**config.mk**
```make
export PLATFORM = sky130hd
export DESIGN_NAME = vedic_mac_accumulator
export DESIGN_NICKNAME = d
export VERILOG_FILES = /design/src/rtl/vedic_mac_accumulator.sv
export SDC_FILE = /design/constraint.sdc
export NUM_CORES = 1
export LEC_CHECK = 0
export CORE_UTILIZATION = 50
export CTS_CLUSTER_DIAMETER = 30
export DETAILED_ROUTE_END_ITERATION = 10
export MAX_ROUTING_LAYER = met4
export PLACE_DENSITY = 0.78
export SLEW_MARGIN = 15
export SYNTH_ARGS = -nofsm -noshare
export SYNTH_HDL_FRONTEND = slang
export SYNTH_SLANG_ARGS = --single-unit
```
**constraint.sdc**
```tcl
create_clock -name i_clk -period 3.7 [get_ports i_clk]
set_input_delay 0.74 -clock i_clk [delete_from_list [all_inputs] [get_ports i_clk]]
set_output_delay 0.74 -clock i_clk [all_outputs]
set_load 0.05 [all_outputs]
```
**src/rtl/vedic_mac_accumulator.sv**
```systemverilog
// ----------------------------------------------------------------------------
// vedic_mac_accumulator
//
// Sequential MAC stage behind the combinational 16x16 Vedic multiplier.
// A job starts with a one-cycle start pulse carrying a beat count (len).
// The block then accepts len unsigned products over a valid/ready input port
// and sums them into a saturating ACC_W-bit accumulator. The result is
// offered on a valid/ready output port.
//
// State table:
//   state   | meaning
//   S_IDLE  | waiting for start; last result/overflow remain visible
//   S_ACCUM | accepting product beats (in_ready=1) until remaining hits 0
//   S_HOLD  | result offered (out_valid=1) until out_ready
//
// Ports:
//   i_clk        rising-edge clock
//   i_rst_n      asynchronous active-low reset
//   i_start      one-cycle job start pulse (honoured only in S_IDLE)
//   i_len        beats to accumulate, sampled on accepted start
//   i_prod       unsigned product from the multiplier
//   i_in_valid   i_prod valid this cycle
//   o_in_ready   block accepts i_prod this cycle
//   o_acc_out    accumulated result
//   o_out_valid  o_acc_out holds a completed result
//   i_out_ready  downstream takes the result
//   o_busy       high in S_ACCUM or S_HOLD
//   o_overflow   sticky saturation flag for the current/last result
// ----------------------------------------------------------------------------
module vedic_mac_accumulator #(
    parameter int PROD_W = 32,
    parameter int ACC_W  = 40,
    parameter int LEN_W  = 16
) (
    input  logic              i_clk,
    input  logic              i_rst_n,
    input  logic              i_start,
    input  logic [LEN_W-1:0]  i_len,
    input  logic [PROD_W-1:0] i_prod,
    input  logic              i_in_valid,
    output logic              o_in_ready,
    output logic [ACC_W-1:0]  o_acc_out,
    output logic              o_out_valid,
    input  logic              i_out_ready,
    output logic              o_busy,
    output logic              o_overflow
);

    typedef enum logic [1:0] {
        S_IDLE  = 2'd0,
        S_ACCUM = 2'd1,
        S_HOLD  = 2'd2
    } state_t;

    state_t             r_state;
    logic [ACC_W-1:0]   r_acc;
    logic [LEN_W-1:0]   r_remaining;
    logic               r_in_ready;
    logic               r_out_valid;
    logic               r_busy;
    logic               r_overflow;

    logic [ACC_W:0]     w_sum;
    logic               w_beat;

    // One extra bit so the carry-out flags saturation.
    assign w_sum  = {1'b0, r_acc} + {{(ACC_W + 1 - PROD_W){1'b0}}, i_prod};
    assign w_beat = i_in_valid && r_in_ready;

    always_ff @(posedge i_clk or negedge i_rst_n) begin
        if (!i_rst_n) begin
            r_state     <= S_IDLE;
            r_acc       <= '0;
            r_remaining <= '0;
            r_in_ready  <= 1'b0;
            r_out_valid <= 1'b0;
            r_busy      <= 1'b0;
            r_overflow  <= 1'b0;
        end else begin
            case (r_state)
                S_IDLE: begin
                    if (i_start) begin
                        r_acc       <= '0;
                        r_overflow  <= 1'b0;
                        r_remaining <= i_len;
                        r_busy      <= 1'b1;
                        if (i_len == '0) begin
                            // Empty job: present a zero result immediately.
                            r_state     <= S_HOLD;
                            r_out_valid <= 1'b1;
                        end else begin
                            r_state    <= S_ACCUM;
                            r_in_ready <= 1'b1;
                        end
                    end
                end

                S_ACCUM: begin
                    if (w_beat) begin
                        if (w_sum[ACC_W]) begin
                            r_acc      <= '1;
                            r_overflow <= 1'b1;
                        end else begin
                            r_acc <= w_sum[ACC_W-1:0];
                        end
                        r_remaining <= r_remaining - LEN_W'(1);
                        if (r_remaining == LEN_W'(1)) begin
                            // Final beat: result is valid on this same edge.
                            r_state     <= S_HOLD;
                            r_in_ready  <= 1'b0;
                            r_out_valid <= 1'b1;
                        end
                    end
                end

                S_HOLD: begin
                    if (i_out_ready) begin
                        r_state     <= S_IDLE;
                        r_out_valid <= 1'b0;
                        r_busy      <= 1'b0;
                    end
                end

                default: begin
                    r_state     <= S_IDLE;
                    r_in_ready  <= 1'b0;
                    r_out_valid <= 1'b0;
                    r_busy      <= 1'b0;
                end
            endcase
        end
    end

    assign o_in_ready  = r_in_ready;
    assign o_acc_out   = r_acc;
    assign o_out_valid = r_out_valid;
    assign o_busy      = r_busy;
    assign o_overflow  = r_overflow;

endmodule

```
Word-level counts from Yosys, hierarchy flattened
Index checks and enable logic that the tools add are counted.
{ "op_classes": {"n_bitwise": 2, "reduce_logical": 10, "muxes": 30, "n_eq_ne": 10, "add_sub_neg": 2} }
{ "op_table": {"columns": ["operator", "count"], "rows": [
  ["40-bit two-way mux", 3],
  ["40-bit case mux with 2 select lines", 1],
  ["40-bit by 32-bit adder with 41-bit output", 1],
  ["16-bit two-way mux", 2],
  ["16-bit case mux with 2 select lines", 1],
  ["16-bit by 1-bit == test with 1-bit output, second input constant", 1],
  ["16-bit logical NOT", 1],
  ["16-bit by 1-bit subtractor with 16-bit output, second input constant", 1],
  ["2-bit inequality test, second input constant", 7],
  ["1-bit two-way mux", 13],
  ["2-bit two-way mux", 5],
  ["5-bit AND reduction", 2],
  ["1-bit case mux with 3 select lines", 3],
  ["4-bit AND reduction", 2],
  ["2-bit case mux with 3 select lines", 1],
  ["3-bit AND reduction", 2],
  ["2-bit by 1-bit == test with 1-bit output, second input constant", 1],
  ["2-bit == test, second input constant", 1],
  ["2-bit logical NOT", 1],
  ["1-bit NOT", 2],
  ["1-bit case mux with 2 select lines", 1],
  ["2-bit nonzero test", 1],
  ["1-bit logical AND", 1]
]} }
{ "totals": {"regBits": 62, "word_cells": 61} }

Logic depth before layout (Yosys ltp)
Gate-level depths: netlist (run 1).
{ "depth": {"ltp_word": 4, "depth_mapped": 11} }

Worst setup path after synthesis (run 1)
No wires, ideal clock.
{ "synth_timing": {"kind": "input to register", "startpoint": "input i_prod[0]", "endpoint": "register r_acc[26], in the netlist o_acc_out[26]", "setup_slack_ns": 0.546, "arrival_time_ns": 3.028, "n_path_buf": 0, "path_stages": 10, "setup_ns": 0.126, "cell_sequence": "ha_1 fa_1 a211o_1 a21o_1 o21a_1 o211ai_1 nor3b_1 o21ai_0 mux2i_1 a221o_1"} }
{ "synth_between": {"elab_chain_len": 4} }
{ "synth_lines": {"columns": ["item", "line_no", "rtl"], "rows": [
  ["from (decl)", "39", "input logic [PROD_W-1:0] i_prod,"],
  ["40-bit by 32-bit adder with 41-bit output", "67", "assign w_sum = {1'b0, r_acc} + {{(ACC_W + 1 - PROD_W){1'b0}}, i_prod};"],
  ["40-bit two-way mux", "100", "if (w_sum[ACC_W]) begin"],
  ["40-bit two-way mux", "99", "if (w_beat) begin"],
  ["40-bit case mux with 2 select lines", "80", "case (r_state)"],
  ["to (signal assigned)", "104", "r_acc <= w_sum[ACC_W-1:0];"],
  ["to (decl)", "56", "logic [ACC_W-1:0] r_acc;"]
]} }
Every way passes these cells. The select of a mux whose other input is x is not followed.
A chain may end at the register's enable or synchronous reset.

Worst setup path in the final report (run 1)
{ "layout_timing": {"startpoint": "input i_prod[0]", "endpoint": "register r_acc[13], in the netlist o_acc_out[13]"} }
Same word-level chain as after synthesis.

==> impl.org, run 1 <==
** Layout
- # fillers :: 812
- Antenna diode instance count :: 0
- Final core occ :: 67.1%
- Area added between synthesis and finish :: 28.8%
- Final layout net count :: 800
- Cells with a size suffix above 1 make up between 8 and 9% of the layout.
- The count of cells in the finished layout, fillers not included, comes to 846.

** Floorplan
- Area of the core region :: around 9400 sq um
- Die Y-Extent :: 101 um
- The initial utilization of the core area, before any placement, comes to 52.1%.
- Measured along the x axis, the die boundary spans 101 um.
- Number of standard-cell rows in the floorplan :: 35
- 97 I/O pins were placed.
- Area of the die :: 10200 sq um

** Yosys
- Counting flops with a built-in enable in the synthesized netlist gives 0.
- Average cell area after synthesis :: 8.00 sq um
- Cell types occupying the most area after synthesis :: sky130_fd_sc_hd__dfrtp_1, sky130_fd_sc_hd__a21oi_1, sky130_fd_sc_hd__ha_1
- The cell count after synthesis came out at 611.
- Synthesis warning total :: 0
- Net Count, Synth :: 699
- Post-synthesis cell type count :: 69
- After synthesis the netlist holds a flip-flop and latch count of 62.
- sky130_fd_sc_hd__dfrtp_1 takes more of the synthesized area than any other cell.
- The synthesized netlist occupies a cell area of between 4000 and 5000 sq um.
- Share of flip-flops with an asynchronous set or reset after synthesis :: 100%
- The synthesized design devotes to its leading area cell type 31.7% of total area.
- For this run, the register share of the synthesized area comes to 31.7%.
- The most used flip-flop cell after synthesis is sky130_fd_sc_hd__dfrtp_1.

** Routing
- Number of antenna-violating nets in the routed design :: 0
- For this block, the routed nets add up to 14300 um of wire.
- For this block, the initial DRC count from the detailed router was roughly 370.
- DRC violation count after routing :: 0
- Dividing the detail-routed wire length by the instance count gives roughly 17 um.
- Total number of vias :: 5159
- DR vias/cell :: 6.10
- For this run, the detailed router's first-pass iteration total came to 6.

** STA
- The hold violation total from the final report is 0.
- In this run the tightest slew margin relative to its limit is around 36%.
- For this run, the top clock speed supported by timing is ~300 MHz.
- Unrepaired setup endpoints after global routing :: no
- Summed over all failing endpoints, the final setup total negative slack is 0 ns.
- Final number of setup-violating endpoints :: 0
- Final period demand of the worst path :: 3.32 ns
- Final worst path period share :: 89.7%
- On the final layout, the worst hold slack is between 0.4 and 0.5 ns.
- Worst clock skew :: approximately 0.012 ns
- The number of pins exceeding their max-slew limit in the final report is 0.
- Transition time of the tightest slew-check pin :: 0.945 ns

** Worst setup path
- Crit start category :: input port
- STA puts the critical path data required time at 3.91 ns.
- Most common cell on crit path :: sky130_fd_sc_hd__buf_4
- The setup path with the least slack is of type in2reg.
- Counting both buffers and inverters, the worst setup path holds a total of 3.
- Traced cell by cell, the critical path runs through clkdlybuf4s50_1 > ha_1 > fa_1 > a211o_1 > a21o_1 > o211ai_2 > a211oi_2 > nor2_2 > buf_4 > o41a_1 > buf_4 > a31oi_1.
- Slowest cell delay on critical path :: between 0.4 and 0.5 ns
- Largest driver fanout on the critical path :: 11
- Kind of end point of the critical path :: register
- Crit-path leading delay family :: compound AO/OA/AOI/OAI gates
- At the worst endpoint, the arrival time is approximately 3.5 ns.
- The largest individual stage delay along the critical path comes from the cell sky130_fd_sc_hd__clkdlybuf4s50_1.

** Power and ir drop
- Summed over all cells, the static leakage comes to 2.78 nW.
- Worst supply voltage drop on vdd :: between 400 and 500 uV
- Part of the power in combinational logic :: slightly above 60%
- Clock power frac :: between 10% and 20%
- Dividing total power by cell area gives a power density of a little under 800 nW/um^2.
- Switching power as a share of total power :: 50.3%
- Power spent charging and discharging nets :: 2.49 mW
- Cell-internal power :: 2.46 mW
- Per report_power, the sequential group accounts for between 20% and 30% of the total.

** CTS
- In this run the deepest clock path goes through 2 buffers.
- For this design, the CTS-stage hold fixing added 0 buffers.
- Buffers added to address setup during post-CTS repair amount to 0.
- In this run, CTS created clock tree buffers numbering 9.
- Source-to-sink clock delay at the later pin of the worst-skew pair :: approximately 0.35 ns
- Post-cts resize count :: 0
- Clock tree from TritonCTS :: done
- Clock tree synthesis selected as its root buffer the cell sky130_fd_sc_hd__clkbuf_8.
- Clock transition at the register clock pins on the worst setup and hold paths after CTS :: 0.08 ns
- Number of H-tree levels :: 3
- For this design, the sink count on the clock tree is 62.

** Place
- Input and output buffers added on the ports amount to 96.
- After detailed placement, the design holds a cell count of 830.
- HPWL Detailed :: 10700 um
- Final Wtd Congestion :: 0.954

** GRT
- Number of global-route vias before repair :: 5011
- Pin count of the biggest net entering global routing :: 45
- Summed over all layers, the global routing overflow is 0.
- The number of antenna violations at the first check in global routing came to 0.
- Wire length of the first global-routing pass :: 23900 um
- Global routing consumed, over all layers together, 30.7% of the routing resources.

** Outcome
- Run status :: completed

** Flow run
- Max-cap check violation count :: 0

** Worst hold path
- Hold/Removal Path Class :: in2async
==> routing by layer <==
layer,track usage [%],vias up,share of wire [%]
li1,-,2461,-
met1,40.7,2465,45
met2,49.4,211,47
met3,3.19,22,6.0
met4,10.1,0,1.7
met5,-,-,0
==> power groups by stage <==
stage | combinational, mW | sequential [mW] | clock [mW]
2_1_floorplan | 1.68 | 1.61 | 0
3_3_place_gp | 2.98 | 1.16 | 0
6_report | 3.08 | 1.17 | 0.705
3_5_place_dp | 3.03 | 1.17 | 0
4_1_cts | 3.05 | 1.16 | 0.712
5_1_grt | 3.37 | 1.20 | 0.739
==> registers in the layout (all words and copies together) (netlist names) <==
register / cells
o_out_valid: 1
o_overflow: 1
r_remaining: 16
r_state: 2
o_acc_out: 40
o_in_ready: 1
o_busy: 1
==> final timing paths <==
kind / startpoint / to / slack [ns] / cells after the start
max reg2reg: o_acc_out[0] / o_acc_out[13] / 0.76 / 11
min: i_rst_n / o_acc_out[18] / 0.49 / 1
max in group asynchronous: i_rst_n / o_acc_out[24] / 2.45 / 2
min reg2reg: o_overflow / o_overflow / 0.51 / 2
min in group i_clk: o_overflow / o_overflow / 0.51 / 2
max: i_prod[0] / o_acc_out[13] / 0.38 / 12
==> metrics by stage <==
step           power, mW  area (sq um)  setup slack, ns
6_report            4.95          6290            0.381
2_1_floorplan       3.30          4890            0.546
3_5_place_dp        4.20          6060           0.0178
3_3_place_gp        4.14          6060           0.0837
4_1_cts             4.93          6290            0.366
5_1_grt             5.31          6290            0.176
==> synthesized netlist by cell type, types with 3 or more instances <==
cell type                  number
sky130_fd_sc_hd__nand2b_1       3
sky130_fd_sc_hd__and4_1         3
sky130_fd_sc_hd__nor3b_1        3
sky130_fd_sc_hd__a211o_1        3
sky130_fd_sc_hd__o21bai_1       8
sky130_fd_sc_hd__xor2_1        10
sky130_fd_sc_hd__nor2_1        53
sky130_fd_sc_hd__buf_2          7
sky130_fd_sc_hd__o21ai_0       60
sky130_fd_sc_hd__a311oi_1       3
sky130_fd_sc_hd__clkbuf_1      21
sky130_fd_sc_hd__dfrtp_1       62
sky130_fd_sc_hd__o21a_1         4
sky130_fd_sc_hd__a211oi_1       4
sky130_fd_sc_hd__a31oi_1       18
sky130_fd_sc_hd__nor3_1        15
sky130_fd_sc_hd__nand2_1       73
sky130_fd_sc_hd__and3_1         5
sky130_fd_sc_hd__xnor2_1       16
sky130_fd_sc_hd__a22oi_1        8
sky130_fd_sc_hd__nand3_1       15
sky130_fd_sc_hd__nor2b_1        5
sky130_fd_sc_hd__ha_1          34
sky130_fd_sc_hd__o31ai_1        3
sky130_fd_sc_hd__inv_1         12
sky130_fd_sc_hd__nand4_1        9
sky130_fd_sc_hd__a21o_1        11
sky130_fd_sc_hd__o211ai_1       5
sky130_fd_sc_hd__a21oi_1       88
sky130_fd_sc_hd__nor4_1         5
==> final cells by class <==
cell class              count  area [sq um]  area share, %
flip-flops and latches     62          1550           24.7
inverters                  12          45.0          0.716
well taps                 129           161           2.57
clock buffers              10           138           2.19
multi-input cells         507          3170           50.3
clock inverters             6          92.6           1.47
repair buffers            120          1140           18.1
==> cell usage in the layout (no fill, tap or decap), drive strengths merged, types with 10 or more instances in the layout <==
cell           count
xor2              10
clkdlybuf4s50     95
clkbuf            10
nand3             16
ha                34
inv               13
nor2              54
nand2             73
nand4             10
dfrtp             62
o21ai             61
a21oi             90
buf               25
xnor2             16
a21o              11
a31oi             18
nor3              16
==> cell families (layout without fill, tap and decap cells) <==
| family | Yosys count | after routing | synth area share (%) |
|---|---|---|---|
| XOR/XNOR | 26 | 26 | 4.66 |
| AND/OR/NAND/NOR | 204 | 204 | 19.8 |
| buffers and inverters | 42 | 148 | 3.64 |
| multiplexers | 2 | 2 | 0.410 |
| AO/OA/AOI/OAI | 240 | 240 | 30.6 |
| adder cells (fa/ha/maj) | 35 | 35 | 9.11 |
| flip-flops | 62 | 62 | 31.7 |
No activity file was read; power rests on OpenSTA's default activity.
==> run 2, diff against run 1 <==
--- a/config.mk
+++ b/config.mk
@@ -14,3 +14,4 @@
 export SYNTH_ARGS = -nofsm -noshare
 export SYNTH_HDL_FRONTEND = slang
 export SYNTH_SLANG_ARGS = --single-unit
+export TNS_END_PERCENT = 100
==> constraint.sdc (replaced) <==
create_clock -name i_clk -period 3.9 [get_ports i_clk]
set_input_delay 0.78 -clock i_clk [delete_from_list [all_inputs] [get_ports i_clk]]
set_output_delay 0.78 -clock i_clk [all_outputs]
set_load 0.05 [all_outputs]
==> run 2 against run 1 <==
Register-to-register slack improved by 0.09 ns. Largest cell class unchanged. Total power fell by 7.8%. Count of clock-buffer cells in the layout did not move. Routed wire length fell by 1.5%. Global-route usage fell by 1.2 points. Sequential power fell by 5%. Clock power fell by 18%. Highest routed layer unchanged. First-iteration DRC count rose by 8.7%.
==> impl.org, run 2 (synthesized netlist as in run 1, its figures left out) <==
** CTS
- The number of clock sinks seen by CTS was 62 (unchanged).
- Post-cts resize count :: 0 (unchanged)
- Max Root-Sink Buffers :: 2 (unchanged)
- The number of buffers added to fix hold violations after cts is 0 (unchanged).
- # Post-CTS Setup Buffers :: 0 (unchanged)
- The number of buffers created by CTS is 9 (unchanged).
- Clock tree from TritonCTS :: done
- The clock insertion delay at the later pin of the skew report came to 0.36 ns (about the same).
- Clock transition at the register clock pins on the worst setup and hold paths after CTS :: 0.08 ns (about the same)
- Number of H-tree levels :: 3 (unchanged)
- CTS Root Cell :: sky130_fd_sc_hd__clkbuf_8

** Worst setup path
- The worst setup path is captured at a register.
- Worst path slowest cell :: sky130_fd_sc_hd__fa_1
- The signal on the critical path passes through clkdlybuf4s50_1 > ha_1 > fa_1 > a211o_1 > a21o_1 > o21a_1 > o211ai_1 > nor3b_1 > o21ai_0 > mux2i_1 > a221o_1.
- Start of the worst register-to-register path :: o_acc_out[0]
- Largest driver fanout on the critical path :: 4 (-7)
- Worst setup path startpoint :: i_prod[0]
- Crit start category :: input port
- Critical Setup Path Class :: in2reg
- R2R setup slack :: 0.85 ns (+0.09 ns)
- The critical path data arrival time was 3.70 ns (+0.17 ns).
- The data required time of the critical path came to 4.15 ns (+0.24 ns).
- Slowest cell delay on critical path :: 0.43 ns (+0.02 ns)

** Place
- PortBufs :: 96 (unchanged)
- Area post-placement :: 5980 sq um (-1.4%)
- HPWL Detailed :: 10500 um (-2.5%)
- The post-placement worst setup slack was 0.0994 ns (+0.0816 ns).
- Number of placed instances with taps included :: 819 (-1.3%)
- The final RePlAce weighted congestion is 0.930 (-2.5%).

** Layout
- Area added between synthesis and finish :: 26.2%
- Leaving out fill and tap cells, the most frequent cells in the layout are sky130_fd_sc_hd__clkdlybuf4s50_1, sky130_fd_sc_hd__a21oi_1, sky130_fd_sc_hd__nand2_1.
- The flip-flop count of the largest register after layout was 40 (unchanged).
- The antenna cell count came to 0 (unchanged).
- The library cell used most frequently in the layout, excluding fill and tap cells, is sky130_fd_sc_hd__clkdlybuf4s50_1.
- Post-layout instance count excluding filler cells :: 835 (-1.3%)
- Final layout net count :: 789 (-1.4%)
- Final Cell Area :: 6170 sq um (-2.0%)
- Fraction of layout instances using a drive strength above 1 :: 7.37% (-1.6 points)

** Routing
- The via-per-instance ratio is 6.15 (+0.81%).
- Wire length after detailed routing :: 14000 um (-1.5%)
- Number of antenna-violating nets in the routed design :: 0 (unchanged)
- DRT Pass-1 Iters :: 5 (-1)
- DRC marker count from the first detailed-route iteration :: 401 (+8.7%)
- The remaining routing DRC violations is 0 (unchanged).
- The wire length per cell after detailed routing is 16.8 um (-0.21%).
- Total number of vias :: 5133 (-0.50%)

** Floorplan
- The area inside the core boundary came to 9370 sq um (unchanged).
- The effective utilization at floorplan came to 52.1% (unchanged).
- Area of the die :: 10200 sq um (unchanged)
- Number of standard-cell rows in the floorplan :: 35 (unchanged)
- The number of top-level pins is 97 (unchanged).
- Die Y-Extent :: 101 um (unchanged)
- Die Wd :: 101 um (unchanged)

** GRT
- The total congestion overflow after global routing is 0 (unchanged).
- The overall global routing resource usage is 29.5% (-1.2 points).
- Wire length of the first global-routing pass :: 22800 um (-4.7%)
- Routing usage on met3 :: 4.02% (+0.83 points)
- Pin count of the biggest net entering global routing :: 38 (-16%)
- Number of global-route vias before repair :: 4655 (-7.1%)
- Global-route track usage on met1 :: 39.7% (-0.99 points)
- Global-route track usage on met2 :: 46.4% (-3.0 points)
- The number of antenna violations at the first check in global routing was 0 (unchanged).
- After global routing, the most crowded layer is met2.

** STA
- Final number of setup-violating endpoints :: 0 (unchanged)
- Final worst path period share :: between 80% and 90%
- Final Hold Vio Count :: 0 (unchanged)
- The accumulated negative setup slack came to 0 ns (unchanged).
- Worst setup margin :: 0.445 ns (+0.0641 ns)
- Static timing analysis puts the maximum clock frequency at 289 MHz.
- The transition at the pin with the smallest max-transition slack is 0.924 ns (-0.0213 ns).
- Final period demand of the worst path :: 3.45 ns
- Max transition margin :: 37.9% (+1.4 points)
- The number of pins exceeding their max-slew limit in the final report came to 0 (unchanged).
- Worst clock skew :: 0.0100 ns (-0.00149 ns)
- Setup repair after global routing left no endpoint under its margin.

** Flow run
- The number of maximum-capacitance constraint violations was 0 (unchanged).

** Power and ir drop
- Reported leakage power :: 2.72 nW (-2.3%)
- The total power density per cell area is 740 nW/um^2 (-6.0%).
- Worst supply voltage drop on vdd :: 373 uV (-7.8%)

** Worst hold path
- The worst hold path belongs to the class in2async.

** Outcome
- The run finished with clean final reports.
==> run 2: stage by stage <==
| stage | util [%] | hold WS [ns] | power (mW) |
|---|---|---|---|
| after floorplan | - | 0.448 | 3.13 |
| after global placement | 63.8 | 0.459 | 3.88 |
| after detailed placement | 63.8 | 0.473 | 3.94 |
| after CTS | 65.8 | 0.489 | 4.54 |
| after global routing | 65.8 | 0.526 | 4.88 |
| final | 65.8 | 0.473 | 4.56 |
==> run 2: worst max-delay path, delay by kind of cell <==
family          cells  cell delay (ns)
compound gates      6             1.44
mux                 1             0.15
simple gates        1             0.27
fa+ha+maj           2             0.67
buf+inv             1             0.41
==> run 2: layout make-up <==
class / instances / area [sq um]
Fill cell: 854 / 3200
Multi-Input combinational cell: 507 / 3170
Sequential cell: 62 / 1550
Timing Repair Buffer: 109 / 1050
Tap cell: 129 / 161
Clock buffer: 10 / 128
Clock inverter: 6 / 61.3
Inverter: 12 / 45.0
==> run 2: routing by layer <==
layer	vias to the layer above	share of wire [%]
li1	2440	-
met1	2479	46
met2	189	47
met3	25	5.6
met4	0	1.7
met5	-	0
==> run 2: final timing paths <==
path / to / cells after the start
min in group i_clk: r_remaining[14] / 2
max: o_acc_out[26] / 11
min reg2reg: r_remaining[14] / 2
min: o_acc_out[17] / 1
max reg2reg: o_acc_out[26] / 10
max in group asynchronous: r_state[1] / 2
==> run 2: power by group <==
part           switching, mW  total (mW)  internal [mW]
clock                  0.284       0.578          0.294
combinational           1.83        2.88           1.05
sequential             0.232        1.11          0.877
total                   2.35        4.56           2.22
==> run 3, diff against run 2 <==
--- a/config.mk
+++ b/config.mk
@@ -6,7 +6,7 @@
 export NUM_CORES = 1
 export LEC_CHECK = 0
 export CORE_UTILIZATION = 50
-export CTS_CLUSTER_DIAMETER = 30
+export CTS_CLUSTER_DIAMETER = 200
 export DETAILED_ROUTE_END_ITERATION = 10
 export MAX_ROUTING_LAYER = met4
 export PLACE_DENSITY = 0.78
==> results of run 3 <==
The final DEF is identical to that of run 2; final timing and power are the same.
